<file path="config.mk">
export PLATFORM = sky130hd
export DESIGN_NAME = pc_unit
export DESIGN_NICKNAME = d
export VERILOG_FILES = /design/src/rtl/pc_unit.sv
export SDC_FILE = /design/constraint.sdc
export NUM_CORES = 1
export LEC_CHECK = 0
export ABC_AREA = 1
export BUFFER_PORTS_ARGS = -buffer_cell sky130_fd_sc_hd__buf_2
export CAP_MARGIN = 15
export CELL_PAD_IN_SITES_DETAIL_PLACEMENT = 0
export CELL_PAD_IN_SITES_GLOBAL_PLACEMENT = 1
export CORE_MARGIN = 2
export CORE_UTILIZATION = 39
export CTS_CLUSTER_SIZE = 14
export DETAILED_ROUTE_END_ITERATION = 8
export PLACE_DENSITY = 0.89
export SKIP_LAST_GASP = 1
export SLEW_MARGIN = 5
export SYNTH_ARGS = -nofsm -noshare
export SYNTH_HDL_FRONTEND = slang
export SYNTH_SLANG_ARGS = --single-unit
export TNS_END_PERCENT = 10
</file>
<file path="constraint.sdc">
create_clock -name clk -period 3.8 [get_ports clk]
set_input_delay 0.76 -clock clk [delete_from_list [all_inputs] [get_ports clk]]
set_output_delay 0.76 -clock clk [all_outputs]
set_load 0.005 [all_outputs]
</file>
<file path="src/rtl/pc_unit.sv">
// Program-counter unit for the fetch stage: sequential advance, stall, relative branch,
// absolute jump, trap entry/return with saved exception PC and misaligned-target detection.
module pc_unit #(
   parameter int unsigned          PC_WIDTH     = 32,
   parameter logic [PC_WIDTH-1:0]  RESET_VECTOR = '0,
   parameter logic [PC_WIDTH-1:0]  TRAP_VECTOR  = PC_WIDTH'('h100),
   parameter int unsigned          INSTR_BYTES  = 4
) (
   input  logic                clk,
   input  logic                reset,
   input  logic                en,
   input  logic                branch_take,
   input  logic [PC_WIDTH-1:0] branch_offset,
   input  logic                jump_take,
   input  logic [PC_WIDTH-1:0] jump_target,
   input  logic                trap_req,
   input  logic                trap_ret,
   output logic [PC_WIDTH-1:0] pc,
   output logic [PC_WIDTH-1:0] pc_plus,
   output logic [PC_WIDTH-1:0] epc,
   output logic                in_trap,
   output logic                misaligned_err
);

   localparam logic [PC_WIDTH-1:0] STEP       = PC_WIDTH'(INSTR_BYTES);
   localparam logic [PC_WIDTH-1:0] ALIGN_MASK = PC_WIDTH'(INSTR_BYTES - 1);

   typedef enum logic {
      ST_RUN  = 1'b0,
      ST_TRAP = 1'b1
   } state_t;

   state_t              r_state;
   logic [PC_WIDTH-1:0] r_pc;
   logic [PC_WIDTH-1:0] r_epc;
   logic                r_mis;

   logic [PC_WIDTH-1:0] w_pc_plus;
   logic [PC_WIDTH-1:0] w_target;
   logic                w_target_mis;

   // Jump outranks branch, so the candidate target follows the same order.
   assign w_pc_plus    = r_pc + STEP;
   assign w_target     = jump_take ? jump_target : (r_pc + branch_offset);
   assign w_target_mis = |(w_target & ALIGN_MASK);

   always_ff @(posedge clk or posedge reset) begin
      if (reset) begin
         r_state <= ST_RUN;
         r_pc    <= RESET_VECTOR;
         r_epc   <= '0;
         r_mis   <= 1'b0;
      end else begin
         r_mis <= 1'b0;
         if (trap_req && (r_state == ST_RUN)) begin
            // Trap entry is honoured even while stalled.
            r_epc   <= r_pc;
            r_pc    <= TRAP_VECTOR;
            r_state <= ST_TRAP;
         end else if (en) begin
            if (trap_ret && (r_state == ST_TRAP)) begin
               r_pc    <= r_epc;
               r_state <= ST_RUN;
            end else if (jump_take || branch_take) begin
               if (w_target_mis) begin
                  r_mis <= 1'b1;
                  if (r_state == ST_RUN) begin
                     r_epc   <= r_pc;
                     r_pc    <= TRAP_VECTOR;
                     r_state <= ST_TRAP;
                  end
               end else begin
                  r_pc <= w_target;
               end
            end else begin
               r_pc <= w_pc_plus;
            end
         end
      end
   end

   assign pc             = r_pc;
   assign pc_plus        = w_pc_plus;
   assign epc            = r_epc;
   assign in_trap        = (r_state == ST_TRAP);
   assign misaligned_err = r_mis;

endmodule

</file>
==> metrics, run 1 <==
CTS tree=done; worst relative slew slack=0.359; post-synth design cell area=0.00688 sq mm; Worst Setup Slack post-DPL=0.702 ns; mean cell area of the mapped netlist=5.64 sq um; DRT Wirelength=25.6 mm; worst slew pin tran=0.961 ns; critical path startpoint category=flop; standard cell with the maximum stage delay on the critical path=dfrtp_1; XOR/XNOR Fraction of Synth Area=0.0293; count of unique library cells instantiated by Yosys=35; Mapped Cells=1220; sum of overflow across all layers after global routing=0; portion of the clock cycle consumed by the worst path in the final layout=0.877; maximum fanout encountered on the critical timing path=7; placeable core region=0.0173 sq mm; count of hold buffers inserted by post-cts repair=0; number of port buffers=168; biggest area contributors in the synthesized netlist=nand2_1 25%, dfrtp_1 24%, inv_1 11%; antenna fix cells=0; post-DP HPWL=20.8 mm; number of nets in the finished design=1482; capturing element type of the critical path=output pin; all-layer global routing usage=0.274; fmax=300 MHz; final count of pins violating max slew=0; worst endpoint data arrival time=2.57 ns; combined buffer and inverter count along the critical path=2; detailed-route vias per instance=4.96; critical path start-end classification=flop to output pin; total leakage power=5.01 nW; main combinational cell family by area after synthesis=simple AND/OR/NAND/NOR gates; switching power as a share of total power=0.462; pin count of the biggest net entering global routing=61; overall power consumption=4.38 mW; combinational cell fraction of total power=0.492; H-tree Lvls=3; worst-case clock buffer depth=2; number of max-cap violations=0; first-pass GRT wire length=38.9 mm; area of the die=0.0187 sq mm; DRT iter0 DRCs=720; count of warnings emitted by yosys=0; clock tree sinks=66; area share of the largest cell type after synthesis=0.253; clock-pin transition on the worst setup and hold timing paths=0.05 ns; TritonRoute pass-1 iters=7; # resized after CTS=0; number of rows created at floorplan=48; total vias in the final route=7980; y dimension of the die=137 microns; outcome=completed; Crit path largest cell delay=0.57 ns; count of endpoints failing setup in the final report=0; area growth from synthesis to layout=20.1%; fraction of final layout cells sized beyond drive strength 1=0.155; Hold Fails Final Rpt=0; setup tns final=0 ns; area fraction in and, or, nand and nor cells after synthesis=0.446; final weighted congestion of routability-driven global placement=0.968; family with the most delay on the worst path=simple AND/OR/NAND/NOR gates; power spent charging and discharging nets=2.03 mW; initial antenna violation count=0; number of placed I/O pins=169; die extent in x=137 microns; Min Clock Period, post-route=3.33 ns; number of global-route vias before repair=7163; count of antenna-violating nets left after detailed routing=0; worst endpoint required time=3.04 ns; final routed DRC violation total=0; critical path cell sequence=ha_1 -> nand2_1 -> inv_1 -> nand3_1 -> nor2_2 -> nand2_1 -> nor2_2 -> nand3_1 -> and2_1 -> buf_2; Initial Utilization=0.398; sequential share of the synthesized area=0.240; CTS root buf=clkbuf_16; Max IR drop VDD=0.276 mV; Int Pwr=2.35 mW; setup ws final=0.468 ns; Final Skew=0.00685 ns; setup repair after global routing missed its margin=no; register bit total from synthesis=66; top cell type by total area after synthesis=nand2_1; post-synthesis mux area share=0.00655; Clk network pwr share=0.222; insertion delay of the later-clocked pin in the worst-skew pair=0.34 ns; TritonCTS Buffers=9; net count after synthesis=1324; Synth Area in Adders=0.0611; power per cell area=530 mW/mm^2; compound-cell area share of the yosys netlist=0.0817; drt wl/cell=15.9 microns; worst min path class=flop to flop; fraction of power consumed by sequential logic=0.286; Setup Buffers After CTS=0
[cell usage in the layout, fill, tap and decap left out, drive strengths merged]
cell type	netlist	final
clkinv	0	1
nand3b	1	1
clkinvlp	0	3
buf	16	179
o211ai	7	7
or2	3	3
bufinv	0	3
and2	7	7
xnor2	1	1
o31ai	3	3
fa	1	1
nor3	17	17
dfrtp	66	66
xor2	22	22
nor2	174	174
nor4	1	1
nand4	10	10
mux2	4	4
a21oi	24	24
o21bai	4	4
nand3	83	83
inv	204	204
clkbuf	16	9
nand2	463	463
o22ai	3	3
a21o	1	1
o21ai	57	57
ha	32	32
[cell type report]
cell class                      count  area [sq um]
Sequential cell                    66          1650
Fill cell                        1930          9030
Multi-Input combinational cell    918          4300
Clock buffer                        9           225
Inverter                          204           766
Tap cell                          225           282
Timing Repair Buffer              179           923
Clock inverter                      7           118
[cell usage after synthesis]
cell type	n
nor2_1	169
a21oi_1	23
buf_2	7
nor4_1	1
o31ai_1	2
or2_2	3
nand3_2	1
nand2_1	463
fa_1	1
o21bai_1	4
o22ai_1	3
o21ai_0	55
nand3b_1	1
inv_1	204
a21oi_4	1
dfrtp_1	66
xor2_1	22
and2_1	7
nand3_1	82
nor2_2	3
nand4_1	10
buf_1	1
ha_1	32
o211ai_1	7
o31ai_4	1
nor3_2	2
a21o_1	1
buf_6	2
o21ai_1	2
xnor2_1	1
mux2_2	4
nor3_1	15
clkbuf_1	16
nor2_4	2
buf_4	6
[layer usage]
metal  up-vias  share of wire  track usage
met5         -              0            0
met4         0          0.017       0.0596
met3        38          0.080       0.0411
met2       363           0.46        0.464
met1      3517           0.44        0.371
li1       4062              -            -
[registers in the layout (all words and copies together), names as in the netlist]
register	count
misaligned_err	1
in_trap	1
epc	32
pc	32
[power groups by stage]
stage	Sequential, mW	Combinational [mW]	Clock [mW]
2_1_floorplan	1.15	1.35	0
3_3_place_gp	1.27	2.13	0
3_5_place_dp	1.26	2.14	0
4_1_cts	1.25	2.15	0.982
5_1_grt	1.28	2.45	1.01
6_report	1.26	2.15	0.973
[logic make-up (layout without fill, tap and decap cells)]
logic type                 count (synthesis)  count (layout)
DFF                                       66              66
buffers and inverters                    236             399
and+or+nand+nor                          759             759
muxes                                      4               4
AOI/OAI and AO/OA                         99              99
xor gates and xnor gates                  23              23
adders and majority gates                 33              33
[worst paths after layout]
path	from	slack, ns	endpoint	cells past startpoint
min in group asynchronous	reset	0.61	epc[29]$_DFFE_PP0P_	2
max in group asynchronous	reset	2.41	pc[7]$_DFFE_PP0P_	3
hold / removal	epc[12]$_DFFE_PP0P_	0.51	epc[12]$_DFFE_PP0P_	2
setup / recovery	pc[2]$_DFFE_PP0P_	0.47	pc_plus[20]	10
hold reg to reg	epc[12]$_DFFE_PP0P_	0.51	epc[12]$_DFFE_PP0P_	2
setup reg to reg	pc[0]$_DFFE_PP0P_	1.10	pc[22]$_DFFE_PP0P_	12
[per-stage QoR]
stage	area [sq um]	util	std cells	hold slack [ns]
after global placement	7920	0.458	1592	0.492
after CTS	8260	0.478	1608	0.511
after detailed placement	7920	0.458	1592	0.499
after global routing	8260	0.478	1608	0.537
final	8260	0.478	1608	0.507
after floorplan	6880	-	1220	0.498
[worst register-to-register path, cell delays in order, from the launching register on]
cell and delay (ns):
dfrtp_1 0.42, ha_1 0.26, inv_1 0.07, fa_1 0.42, nand2_1 0.11, o31ai_4 0.11
nor3_2 0.22, a21oi_4 0.13, nand2_1 0.29, buf_4 0.34, nor2_1 0.08, nand2_1 0.08
nand2_1 0.05
Note: power is estimated with default switching activity, not from simulation.
==> inputs of run 2 (changes only) <==
--- a/config.mk
+++ b/config.mk
@@ -5,13 +5,13 @@
 export SDC_FILE = /design/constraint.sdc
 export NUM_CORES = 1
 export LEC_CHECK = 0
-export ABC_AREA = 1
+export ABC_AREA = 0
 export BUFFER_PORTS_ARGS = -buffer_cell sky130_fd_sc_hd__buf_2
 export CAP_MARGIN = 15
 export CELL_PAD_IN_SITES_DETAIL_PLACEMENT = 0
 export CELL_PAD_IN_SITES_GLOBAL_PLACEMENT = 1
 export CORE_MARGIN = 2
-export CORE_UTILIZATION = 39
+export CORE_UTILIZATION = 41
 export CTS_CLUSTER_SIZE = 14
 export DETAILED_ROUTE_END_ITERATION = 8
 export PLACE_DENSITY = 0.89
==> constraint.sdc (replaced) <==
create_clock -name clk -period 3.8 [get_ports clk]
set_input_delay 0.76 -clock clk [delete_from_list [all_inputs] [get_ports clk]]
set_output_delay 0.76 -clock clk [all_outputs]
set_load 0.05 [all_outputs]
==> run 2 against run 1 <==
  * Flip-flop and latch count unchanged
  * Sequential share of layout area increased by 4.4 points
  * Area after synthesis decreased by 21%
  * Clock skew decreased by 0.00089 ns
  * Cell area decreased by 18%
  * Cell count decreased by 39%
  * First-iteration DRC count decreased by 39%
  * Combinational power increased by 25%
  * Sequential power decreased by 5%
  * Die area decreased by 24%
  * Via count decreased by 28%
==> metrics, run 2 <==
outcome=completed; FF-to-FF Start=pc[8]$_DFFE_PP0P_; area of the die=0.0142 sq mm; Final Skew=0.00596 ns; number of max-cap violations=0; first-pass GRT wire length=30.3 mm; pin count of the biggest net entering global routing=67; count of warnings emitted by yosys=0; portion of the clock cycle consumed by the worst path in the final layout=0.927; number of rows created at floorplan=42; most common cell after layout, fill and taps aside=buf_2; worst relative slew slack=0.345; # resized after CTS=0; TritonCTS Buffers=9; all-layer global routing usage=0.271; DRT Wirelength=18.9 mm; uppermost metal layer occupied by signal nets=met4; cell area after layout=0.00678 sq mm; detailed-route vias per instance=5.84; clock tree sinks=66; most frequent cells in the layout=168 x buf_2, 66 x dfrtp_1, 61 x o21ai_0, 58 x nand2_1, 55 x a21oi_1; standard cell with the maximum stage delay on the critical path=dfrtp_1; count of filler cells inserted in the layout=1276; top cell type by total area after synthesis=dfrtp_1; setup repair after global routing missed its margin=no; insertion delay of the later-clocked pin in the worst-skew pair=0.35 ns; sum of routed wire segments on met1=8.60 mm; fmax=284 MHz; antenna fix cells=0; Initial Utilization=0.414; count of antenna-violating nets left after detailed routing=0; Min Clock Period, post-route=3.52 ns; beginning of the worst hold path=epc[2]$_DFFE_PP0P_; DRT iter0 DRCs=438; count of endpoints failing setup in the final report=0; TritonRoute pass-1 iters=5; critical path startpoint category=flop; Crit path largest cell delay=0.58 ns; total leakage power=3.32 nW; Hold Fails Final Rpt=0; Mapped Cells=639; worst slew pin tran=0.983 ns; post-detailed-placement cell area=0.00651 sq mm; area share of the largest cell type after synthesis=0.305; y dimension of the die=119 microns; placeable core region=0.0131 sq mm; count of hold buffers inserted by post-cts repair=0; most common flop cell mapped by yosys=dfrtp_1; die extent in x=119 microns; worst endpoint data arrival time=2.76 ns; fraction of final layout cells sized beyond drive strength 1=0.308; overall power consumption=4.65 mW; final count of pins violating max slew=0; H-tree Lvls=3; number of nets in the finished design=908; biggest area contributors in the synthesized netlist=dfrtp_1 30%, ha_1 7.4%, mux2_2 6.9%; cell with the most instances after synthesis=dfrtp_1; clock-pin transition on the worst setup and hold timing paths=0.06 ns; Max IR drop VDD=0.452 mV; final weighted congestion of routability-driven global placement=0.946; number of placed I/O pins=169; initial antenna violation count=0; post-synth design cell area=0.00542 sq mm; CTS tree=done; share of synthesized flip-flops with an asynchronous set or reset=1.00; setup tns final=0 ns; setup ws final=0.278 ns; count of flip-flops with a built-in enable after synthesis=0; maximum fanout encountered on the critical timing path=10; sum of overflow across all layers after global routing=0; Detail Route met2 WL=8.72 mm; CTS root buf=clkbuf_16; worst-case clock buffer depth=2; net count after synthesis=743; register bit total from synthesis=66; Setup Buffers After CTS=0; worst endpoint required time=3.04 ns; count of unique library cells instantiated by Yosys=60; area growth from synthesis to layout=25.1%; critical path cell sequence=and4_1 -> nand4_1 -> nor2_1 -> and3_1 -> nand3_1 -> xnor2_1 -> buf_2; critical path launch point=pc[8]$_DFFE_PP0P_; post-DP HPWL=14.0 mm; number of global-route vias before repair=5649; total vias in the final route=5757; sequential share of the synthesized area=0.305; critical path start-end classification=flop to output pin; worst min path class=flop to flop; Worst Setup Slack post-DPL=0.173 ns; routed length on met3=1.24 mm; commonest cells in the netlist=66 x dfrtp_1, 61 x o21ai_0, 58 x nand2_1; mean cell area of the mapped netlist=8.48 sq um; final routed DRC violation total=0; power per cell area=685 mW/mm^2; drt wl/cell=19.2 microns; capturing element type of the critical path=output pin; number of port buffers=168
-- run 2: final timing paths --
path	end	slack, ns	cells past startpoint
worst max-delay path	pc_plus[28]	0.28	7
worst min-delay path	epc[2]$_DFFE_PP0P_	0.52	1
worst max register to register	pc[31]$_DFFE_PP0P_	0.51	10
worst min register to register	epc[2]$_DFFE_PP0P_	0.52	1
max in group asynchronous	in_trap$_DFFE_PP0P_	2.50	3
min in group asynchronous	pc[16]$_DFFE_PP0P_	0.70	3
-- run 2: critical path: cells and delay by family (launching register included) --
family	cells	cell delay (ns)
DFF	1	0.58
and+or+nand+nor	5	1.36
xor gates and xnor gates	1	0.18
buffers and inverters	1	0.28
-- run 2: logic make-up after synthesis --
kind of cell,share of synthesized area
buffers and inverters,0.0355
xor gates and xnor gates,0.0856
and+or+nand+nor,0.170
DFF,0.305
AOI/OAI and AO/OA,0.258
adders and majority gates,0.0775
muxes,0.0685
-- run 2: cell type report --
class / instances / area, sq um / area share
multi-input cells: 524 / 3590 / 0.530
flip-flops and latches: 66 / 1650 / 0.243
repair buffers: 188 / 991 / 0.146
clock buffers: 10 / 239 / 0.0352
well taps: 176 / 220 / 0.0325
inverters: 15 / 56.3 / 0.00830
clock inverters: 6 / 32.5 / 0.00480
-- run 2: layer usage --
layer | GRT usage | vias to the layer above
met2 | 0.430 | 242
met3 | 0.0493 | 31
li1 | - | 2708
met1 | 0.371 | 2776
met4 | 0.0960 | 0
met5 | 0 | -
-- run 2: through the flow --
step | utilization | std cells | hold slack (ns)
finish | 0.518 | 985 | 0.522
floorplan | - | 639 | 0.789
global route | 0.518 | 985 | 0.551
detailed placement | 0.498 | 969 | 0.517
global placement | 0.498 | 969 | 0.508
CTS | 0.518 | 985 | 0.529
-- run 2: report_power, final --
group	total [mW]	internal [mW]	switching [mW]
combinational	2.68	0.794	1.88
sequential	1.20	0.909	0.292
clock	0.771	0.452	0.319
total	4.65	2.16	2.49
